===== src/rtl/full_adder_4bit_pkg.sv =====
// Shared constants for the registered ripple-carry adder.
package full_adder_4bit_pkg;
  localparam int ADDER_WIDTH = 4;
endpackage


===== src/rtl/full_adder_4bit_if.sv =====
// Operand/result bundle; master drives operands, slave returns registered result.
interface full_adder_4bit_if
  import full_adder_4bit_pkg::*;
#(
  parameter int WIDTH = ADDER_WIDTH
) ();
  logic             in_valid;
  logic [WIDTH-1:0] a;
  logic [WIDTH-1:0] b;
  logic             c_in;
  logic [WIDTH-1:0] sum;
  logic             c_out;
  logic             overflow;
  logic             zero;
  logic             out_valid;

  modport master (
    output in_valid, a, b, c_in,
    input  sum, c_out, overflow, zero, out_valid
  );

  modport slave (
    input  in_valid, a, b, c_in,
    output sum, c_out, overflow, zero, out_valid
  );
endinterface


===== src/rtl/full_adder_4bit_1bit.sv =====
// One-bit full adder cell, chained by the top to form the ripple carry.
module full_adder_1bit (
  input  logic a,
  input  logic b,
  input  logic cin,
  output logic s,
  output logic cout
);
  assign s    = a ^ b ^ cin;
  assign cout = (a & b) | (cin & (a ^ b));
endmodule


===== src/rtl/full_adder_4bit.sv =====
// Registered WIDTH-bit ripple-carry adder with carry-out, signed overflow and zero flags.
module full_adder_4bit
  import full_adder_4bit_pkg::*;
#(
  parameter int WIDTH = ADDER_WIDTH
) (
  input  logic           clk,
  input  logic           rst_n,
  full_adder_4bit_if.slave bus
);
  localparam int STAGES = 1;

  logic [WIDTH:0]   carry;
  logic [WIDTH-1:0] sum_c;
  logic [WIDTH-1:0] sum_q;
  logic             c_out_q;
  logic             ovf_q;
  logic             zero_q;
  logic [STAGES:0]  vld_pipe;

  assign carry[0] = bus.c_in;

  for (genvar i = 0; i < WIDTH; i++) begin : g_bit
    full_adder_1bit u_fa (
      .a    (bus.a[i]),
      .b    (bus.b[i]),
      .cin  (carry[i]),
      .s    (sum_c[i]),
      .cout (carry[i+1])
    );
  end

  assign vld_pipe[0] = bus.in_valid;

  // Result registers only load on accepted operands; out_valid tracks acceptance.
  always_ff @(posedge clk or negedge rst_n) begin
    if (!rst_n) begin
      sum_q              <= '0;
      c_out_q            <= 1'b0;
      ovf_q              <= 1'b0;
      zero_q             <= 1'b0;
      vld_pipe[STAGES:1] <= '0;
    end else begin
      vld_pipe[STAGES:1] <= vld_pipe[STAGES-1:0];
      if (bus.in_valid) begin
        sum_q   <= sum_c;
        c_out_q <= carry[WIDTH];
        ovf_q   <= carry[WIDTH] ^ carry[WIDTH-1];
        zero_q  <= (sum_c == '0);
      end
    end
  end

  assign bus.sum       = sum_q;
  assign bus.c_out     = c_out_q;
  assign bus.overflow  = ovf_q;
  assign bus.zero      = zero_q;
  assign bus.out_valid = vld_pipe[STAGES];
endmodule


===== src/flat_wrapper.sv =====
// flat-port wrapper written by rule: the top's interface ports become plain ports
module full_adder_4bit_flat import full_adder_4bit_pkg::*;
#(
  parameter int WIDTH = ADDER_WIDTH
)
  (clk, rst_n, bus_in_valid, bus_a, bus_b, bus_c_in, bus_sum, bus_c_out, bus_overflow, bus_zero, bus_out_valid);
  full_adder_4bit_if #(.WIDTH(WIDTH)) bus_i ();
  input  logic clk;
  input  logic rst_n;
  input wire logic [$bits(bus_i.in_valid)-1:0] bus_in_valid;
  input wire logic [$bits(bus_i.a)-1:0] bus_a;
  input wire logic [$bits(bus_i.b)-1:0] bus_b;
  input wire logic [$bits(bus_i.c_in)-1:0] bus_c_in;
  output wire logic [$bits(bus_i.sum)-1:0] bus_sum;
  output wire logic [$bits(bus_i.c_out)-1:0] bus_c_out;
  output wire logic [$bits(bus_i.overflow)-1:0] bus_overflow;
  output wire logic [$bits(bus_i.zero)-1:0] bus_zero;
  output wire logic [$bits(bus_i.out_valid)-1:0] bus_out_valid;
  assign bus_i.in_valid = bus_in_valid;
  assign bus_i.a = bus_a;
  assign bus_i.b = bus_b;
  assign bus_i.c_in = bus_c_in;
  assign bus_sum = bus_i.sum;
  assign bus_c_out = bus_i.c_out;
  assign bus_overflow = bus_i.overflow;
  assign bus_zero = bus_i.zero;
  assign bus_out_valid = bus_i.out_valid;
  full_adder_4bit #(.WIDTH(WIDTH)) u_core (.clk(clk), .rst_n(rst_n), .bus(bus_i));
endmodule

===== config.mk =====
export PLATFORM = sky130hd
export DESIGN_NAME = full_adder_4bit_flat
export DESIGN_NICKNAME = d
export VERILOG_FILES = /design/src/rtl/full_adder_4bit_pkg.sv /design/src/rtl/full_adder_4bit_if.sv /design/src/rtl/full_adder_4bit_1bit.sv /design/src/rtl/full_adder_4bit.sv /design/src/flat_wrapper.sv
export SDC_FILE = /design/constraint.sdc
export NUM_CORES = 1
export LEC_CHECK = 0
export ABC_AREA = 0
export CORE_AREA = 2 2 39 41
export CTS_BUF_LIST = sky130_fd_sc_hd__clkbuf_2 sky130_fd_sc_hd__clkbuf_4 sky130_fd_sc_hd__clkbuf_8
export CTS_CLUSTER_DIAMETER = 150
export CTS_CLUSTER_SIZE = 30
export DETAILED_ROUTE_END_ITERATION = 8
export DIE_AREA = 0 0 41 43
export SYNTH_ARGS = -nofsm -noshare
export SYNTH_HDL_FRONTEND = slang
export SYNTH_SLANG_ARGS = --single-unit
export TNS_END_PERCENT = 100

===== constraint.sdc =====
create_clock -name clk -period 1 [get_ports clk]
set_input_delay 0.2 -clock clk [delete_from_list [all_inputs] [get_ports clk]]
set_output_delay 0.2 -clock clk [all_outputs]
set_load 0.01 [all_outputs]

==> impl_metrics.env, run 1 <==
export IMPL_setup_ws_ns=-1.15
export IMPL_critical_path_class="input pin to flop"
export IMPL_ys_seq_elements=8
export IMPL_grt_pass1_wl_mm=1.28
export IMPL_drt_iter0_drc=2
export IMPL_synth_fa_ha_area_frac=0.189
export IMPL_grt_overflow_total=0
export IMPL_cp_arrival_ns=2.28
export IMPL_slew_violations=0
export IMPL_max_freq_mhz=465
export IMPL_outcome="finished with violations"
export IMPL_postRouteAntennaNets=0
export IMPL_syn_inst=27
export IMPL_numPortBuffers=19
export IMPL_design_core_area_um2=1380
export IMPL_start_util=0.307
export IMPL_clk_pin_slew_worst_paths_ns=0.05
export IMPL_pwr_density_cell_nw_per_um2=1530
export IMPL_synth_simple_area_share=0.0442
export IMPL_cts_num_sinks=8
export IMPL_grt_max_degree=9
export IMPL_place_hpwl_um=634
export IMPL_setup_violations=7
export IMPL_yosysTopAreaCellShare=0.472
export IMPL_synthFlopType="dfrtp_1"
export IMPL_synth_edf_count=0
export IMPL_drive_above_1_share=0.564
export IMPL_synth_async_reset_ratio=1.00
export IMPL_endpoint_kind="flop"
export IMPL_numCtsBuffers=3
export IMPL_worstSetupEndpoint="u_core.bus.zero$_DFFE_PN0P_"
export IMPL_skew_ns=0
export IMPL_clk_latency_ns=0.25
export IMPL_yosys_mux_area_fraction=0.201
export IMPL_gp_congestion=0.698
export IMPL_leakage_nw=0.325
export IMPL_worst_r2r_path_depth=2
export IMPL_fp_dieH_um=43
export IMPL_vdd_drop_max_v=0.000573
export IMPL_cts_tree="yes"
export IMPL_synth_top_family_by_area="multiplexers"
export IMPL_synth_warnings=0
export IMPL_synth_most_common_cell="dfrtp_1"
export IMPL_cp_max_fo=2
export IMPL_finalSetupTns_ns=-4.30
export IMPL_std_cell_rows=14
export IMPL_firstDrtPassIters=2
export IMPL_vias=281
export IMPL_power_mw=1.00
export IMPL_cts_hold_buf=0
export IMPL_grt_total_usage=0.109
export IMPL_nets=73
export IMPL_vias_per_cell=3.96
export IMPL_ctsRootBufferMaster="clkbuf_4"
export IMPL_yosysUniqueCellTypes=10
export IMPL_synth_cell_area_um2=424
export IMPL_r2r_end="u_core.bus.overflow$_DFFE_PN0P_"
export IMPL_die_w_um=41
export IMPL_worst_pin_slew_ns=0.354
export IMPL_cp_start_kind="input pin"
export IMPL_violations="setup timing"
export IMPL_routed_wl_um=760
export IMPL_drc=0
export IMPL_place_ws_ns=-1.85
export IMPL_hp_class="input pin to asynchronous set/reset pin"
export IMPL_n_fill_cell=127
export IMPL_rsz0062_at_grt="yes"
export IMPL_antenna_found_initial=0
export IMPL_r2r_slack_ns=0.13
export IMPL_cap_viol_max_count=0
export IMPL_grt_pass1_vias=315
export IMPL_slew_headroom=0.763
export IMPL_min_period_ns=2.15
export IMPL_syn_nets=43
export IMPL_synth_xor_area_frac=0.0206
export IMPL_ys_seq_area_frac=0.472
export IMPL_ys_top_cells_by_count="8 x dfrtp_1, 5 x mux2_4, 4 x fa_1, 4 x inv_1"
export IMPL_io_pins=20
export IMPL_final_hold_violation_count=0
export IMPL_synth_compound_area_frac=0.0118
export IMPL_fin_crit_sh=2.15
export IMPL_yosys_top_cells_area="dfrtp_1 47%, fa_1 19%, mux2_4 18%, inv_1 3.5%, nor4b_2 3.5%"
export IMPL_n_antenna_cell=0
export IMPL_clockBufferDepth=2
export IMPL_avgSynthCellArea_um2=15.7
export IMPL_cp_startpoint="bus_a[0]"
export IMPL_die_area_um2=1760
export IMPL_htreeDepth=1
export IMPL_post_drt_wl_per_cell_um=10.7
export IMPL_r2r_start="u_core.bus.overflow$_DFFE_PN0P_"
export IMPL_synth_top_area_cell="dfrtp_1"
export IMPL_area_growth_pct=54.3
export IMPL_required_ns=1.13
==> cells by family after synthesis <==
group | after synthesis
fa+ha+maj | 4
buf+inv | 5
xor+xnor | 1
flops | 8
mux | 6
compound gates | 1
simple gates | 2
==> layout make-up <==
type                       count  area [µm²]  area share
sequential                     8         200       0.306
clock buffer                   3        22.5      0.0344
multi-input combinational     14         205       0.314
inverter                       4        15.0      0.0229
timing repair buffer          26         191       0.293
tap                           16        20.0      0.0306
==> cells in the final DEF (no fill, tap or decap) <==
cell	instances
clkdlybuf4s50_1	6
buf_4	7
inv_2	1
xnor2_1	1
a21oi_1	1
nor2_1	1
buf_6	1
mux2_4	5
inv_1	3
dlygate4sd2_1	2
nor4b_2	1
dfrtp_1	8
fa_1	1
clkbuf_4	3
buf_2	10
fa_2	3
mux2i_1	1
==> power breakdown <==
part	leakage [nW]	switching, mW	internal [mW]
logic	0.216	0.139	0.214
clock network	0.0138	0.105	0.137
registers	0.0949	0.0276	0.382
total	0.325	0.272	0.732
==> state kept, by name, indices dropped and copies added, names as in the netlist <==
register              cells
u_core.bus.c_out          1
u_core.bus.out_valid      1
u_core.bus.overflow       1
u_core.bus.sum            4
u_core.bus.zero           1
==> repair_timing <==
item                       4_1_cts  5_1_grt
pin swaps                        4        1
buffers inserted                 0        1
setup endpoints to repair       15        8
gates resized for setup         47        0
==> through the flow <==
stage / hold WS, ns / area (µm²) / util / std cells
3_5_place_dp: 0.500 / 676 / 0.488 / 67
5_1_grt: 0.257 / 654 / 0.473 / 71
4_1_cts: 0.232 / 647 / 0.467 / 70
2_1_floorplan: -0.0956 / 432 / - / 27
6_report: 0.225 / 654 / 0.473 / 71
3_3_place_gp: 0.485 / 676 / 0.488 / 67
==> critical path, cell delays in order <==
cell and delay [ns]:
buf_6 0.09, fa_2 0.38, fa_2 0.34, fa_2 0.35
inv_2 0.06, fa_1 0.43, nor4b_2 0.17, mux2_4 0.25
==> per-layer routing <==
metal  wire length (µm)  GRT usage  vias to the layer above  share of wire
li1                   -          -                      142              -
met1                316      0.143                      130           0.42
met2                407      0.156                        9           0.54
met3                 36     0.0157                        0          0.047
met4                  0     0.0800                        0              0
met5                  0          0                        -              0
==> worst min path at each step <==
stage,from,slack (ns),endpoint
2_1_floorplan,rst_n,-0.1,u_core.bus.c_out$_DFFE_PN0P_
3_3_place_gp,rst_n,0.49,u_core.bus.zero$_DFFE_PN0P_
3_5_place_dp,rst_n,0.50,u_core.bus.sum[0]$_DFFE_PN0P_
4_1_cts,rst_n,0.23,u_core.bus.out_valid$_DFF_PN0_
5_1_grt,rst_n,0.26,u_core.bus.out_valid$_DFF_PN0_
6_report,rst_n,0.22,u_core.bus.c_out$_DFFE_PN0P_
(Power assumes the default switching activity.)
==> run 2: changes to the inputs <==
--- a/config.mk
+++ b/config.mk
@@ -12,6 +12,7 @@
 export CTS_CLUSTER_SIZE = 30
 export DETAILED_ROUTE_END_ITERATION = 8
 export DIE_AREA = 0 0 41 43
+export SLEW_MARGIN = 20
 export SYNTH_ARGS = -nofsm -noshare
 export SYNTH_HDL_FRONTEND = slang
 export SYNTH_SLANG_ARGS = --single-unit
==> results of run 2 <==
No change in the layout: final DEF, timing and power equal those of run 1.
==> run 3: changes to the inputs <==
--- a/config.mk
+++ b/config.mk
@@ -12,6 +12,7 @@
 export CTS_CLUSTER_SIZE = 30
 export DETAILED_ROUTE_END_ITERATION = 8
 export DIE_AREA = 0 0 41 43
+export PLACE_DENSITY = 0.65
 export SLEW_MARGIN = 20
 export SYNTH_ARGS = -nofsm -noshare
 export SYNTH_HDL_FRONTEND = slang
==> run 3 against run 2 <==
Against the previous run:
- the run still ends with setup timing left
- fmax rose by 1.3%
- non-clock buffer count up 2
- clock-buffer cell count stayed put
- clock power shrank 2%
- sequential cell count unchanged
- sequential power about the same
- final cell count up 2.8%
- combinational power is 11% higher
- critical endpoint unchanged
- largest cell class unchanged
- largest power group unchanged
==> impl_metrics.env, run 3 (synthesis results as in run 1) <==
export IMPL_outcome="finished with violations"
export IMPL_violations="setup timing"
export IMPL_cts_num_sinks=8
export IMPL_routed_wl_um=691
export IMPL_cts_tree="yes"
export IMPL_grt_total_usage=0.0987
export IMPL_r2r_slack_ns=0.13
export IMPL_final_common_cell="buf_2"
export IMPL_max_freq_mhz=471
export IMPL_slew_violations=0
export IMPL_vias_per_cell=4.16
export IMPL_n_antenna_cell=0
export IMPL_htreeDepth=1
export IMPL_slew_headroom=0.762
export IMPL_drive_above_1_share=0.614
export IMPL_worst_pin_slew_ns=0.356
export IMPL_worst_r2r_path_depth=2
export IMPL_ctsRootBufferMaster="clkbuf_4"
export IMPL_cp_start_kind="input pin"
export IMPL_cap_viol_max_count=0
export IMPL_endpoint_kind="flop"
export IMPL_cp_arrival_ns=2.26
export IMPL_grt_overflow_total=0
export IMPL_grt_pass1_vias=317
export IMPL_cp_startpoint="bus_a[0]"
export IMPL_std_cell_rows=14
export IMPL_antenna_found_initial=0
export IMPL_layout_common_cells="10 x buf_2, 8 x dfrtp_1, 7 x buf_4"
export IMPL_grt_max_degree=9
export IMPL_grt_pass1_wl_mm=1.17
export IMPL_drc=0
export IMPL_setup_violations=7
export IMPL_io_pins=20
export IMPL_leakage_nw=0.342
export IMPL_place_ws_ns=-1.85
export IMPL_die_area_um2=1760
export IMPL_nets=75
export IMPL_cp_max_fo=2
export IMPL_rsz0062_at_grt="yes"
export IMPL_worstSetupEndpoint="u_core.bus.zero$_DFFE_PN0P_"
export IMPL_die_w_um=41
export IMPL_r2r_end="u_core.bus.overflow$_DFFE_PN0P_"
export IMPL_fin_crit_sh=2.12
export IMPL_numPortBuffers=19
export IMPL_min_period_ns=2.12
export IMPL_clk_latency_ns=0.24
export IMPL_skew_ns=0
export IMPL_r2r_start="u_core.bus.overflow$_DFFE_PN0P_"
export IMPL_area_growth_pct=63.1
export IMPL_vdd_drop_max_v=0.000470
export IMPL_drt_iter0_drc=0
export IMPL_numCtsBuffers=3
export IMPL_clk_pin_slew_worst_paths_ns=0.05
export IMPL_post_drt_wl_per_cell_um=9.47
export IMPL_vias=304
export IMPL_setup_ws_ns=-1.12
export IMPL_clockBufferDepth=2
export IMPL_hold_ws_ns=0.227
export IMPL_hp_class="input pin to asynchronous set/reset pin"
export IMPL_start_util=0.307
export IMPL_critical_path_class="input pin to flop"
export IMPL_firstDrtPassIters=1
export IMPL_largest_register_ffs=4
export IMPL_placed_area_um2=683
export IMPL_pwr_density_cell_nw_per_um2=1500
export IMPL_postRouteAntennaNets=0
export IMPL_final_area_um2=692
export IMPL_design_core_area_um2=1380
export IMPL_finalSetupTns_ns=-4.50
export IMPL_required_ns=1.13
export IMPL_fp_dieH_um=43
export IMPL_place_hpwl_um=583
export IMPL_gp_congestion=0.658
export IMPL_final_hold_violation_count=0
-- run 3: changes by cell type in the layout (fill, tap and decap cells not counted) --
cell / delta
buf_6: +2
a21oi_1: -1
a21oi_2: +1
fa_1: -1
fa_2: +1
nor4b_2: -1
nor4b_4: +1
-- run 3: metrics by stage --
step,cells,util,power (mW)
2_1_floorplan,27,-,0.595
3_3_place_gp,68,0.494,0.828
3_5_place_dp,68,0.494,0.835
4_1_cts,72,0.485,1.04
5_1_grt,73,0.500,1.10
6_report,73,0.500,1.04
-- run 3: routing by layer --
layer,wire (µm),track usage,vias to the layer above
met5,0,0,-
met4,0,0.100,0
met3,48,0,0
met2,347,0.144,11
met1,295,0.121,145
li1,-,-,148
-- run 3: worst max-delay path: stages --
cell and delay [ns]:
buf_6 0.09, fa_2 0.37, fa_2 0.35, fa_2 0.35, inv_2 0.06, fa_2 0.43
nor4b_4 0.14, mux2_4 0.25
-- run 3: where the power goes --
part           switching (mW)  total, mW  internal [mW]
registers              0.0288      0.411          0.382
clock network          0.0992      0.236          0.137
logic                   0.147      0.392          0.245
total                   0.275       1.04          0.764
-- run 3: area by class of cell --
type | count | area [µm²]
Clock buffer | 3 | 22.5
Fill cell | 140 | 692
Inverter | 4 | 15.0
Multi-Input combinational cell | 14 | 220
Sequential cell | 8 | 200
Tap cell | 16 | 20.0
Timing Repair Buffer | 28 | 214
-- run 3: worst min-delay path by stage --
stage                                  startpoint                       endpoint
floorplan                                   rst_n   u_core.bus.c_out$_DFFE_PN0P_
global placement                            rst_n  u_core.bus.sum[0]$_DFFE_PN0P_
detailed placement  u_core.bus.sum[1]$_DFFE_PN0P_  u_core.bus.sum[1]$_DFFE_PN0P_
CTS                                         rst_n  u_core.bus.sum[0]$_DFFE_PN0P_
global route                                rst_n  u_core.bus.sum[1]$_DFFE_PN0P_
finish                                      rst_n  u_core.bus.sum[0]$_DFFE_PN0P_
-- run 3: timing repair --
item	4_1_cts	5_1_grt
pin swaps	4	2
resized for setup	48	4
hold buffers	0	0
endpoints found under the setup margin	15	7
setup buffers	1	1
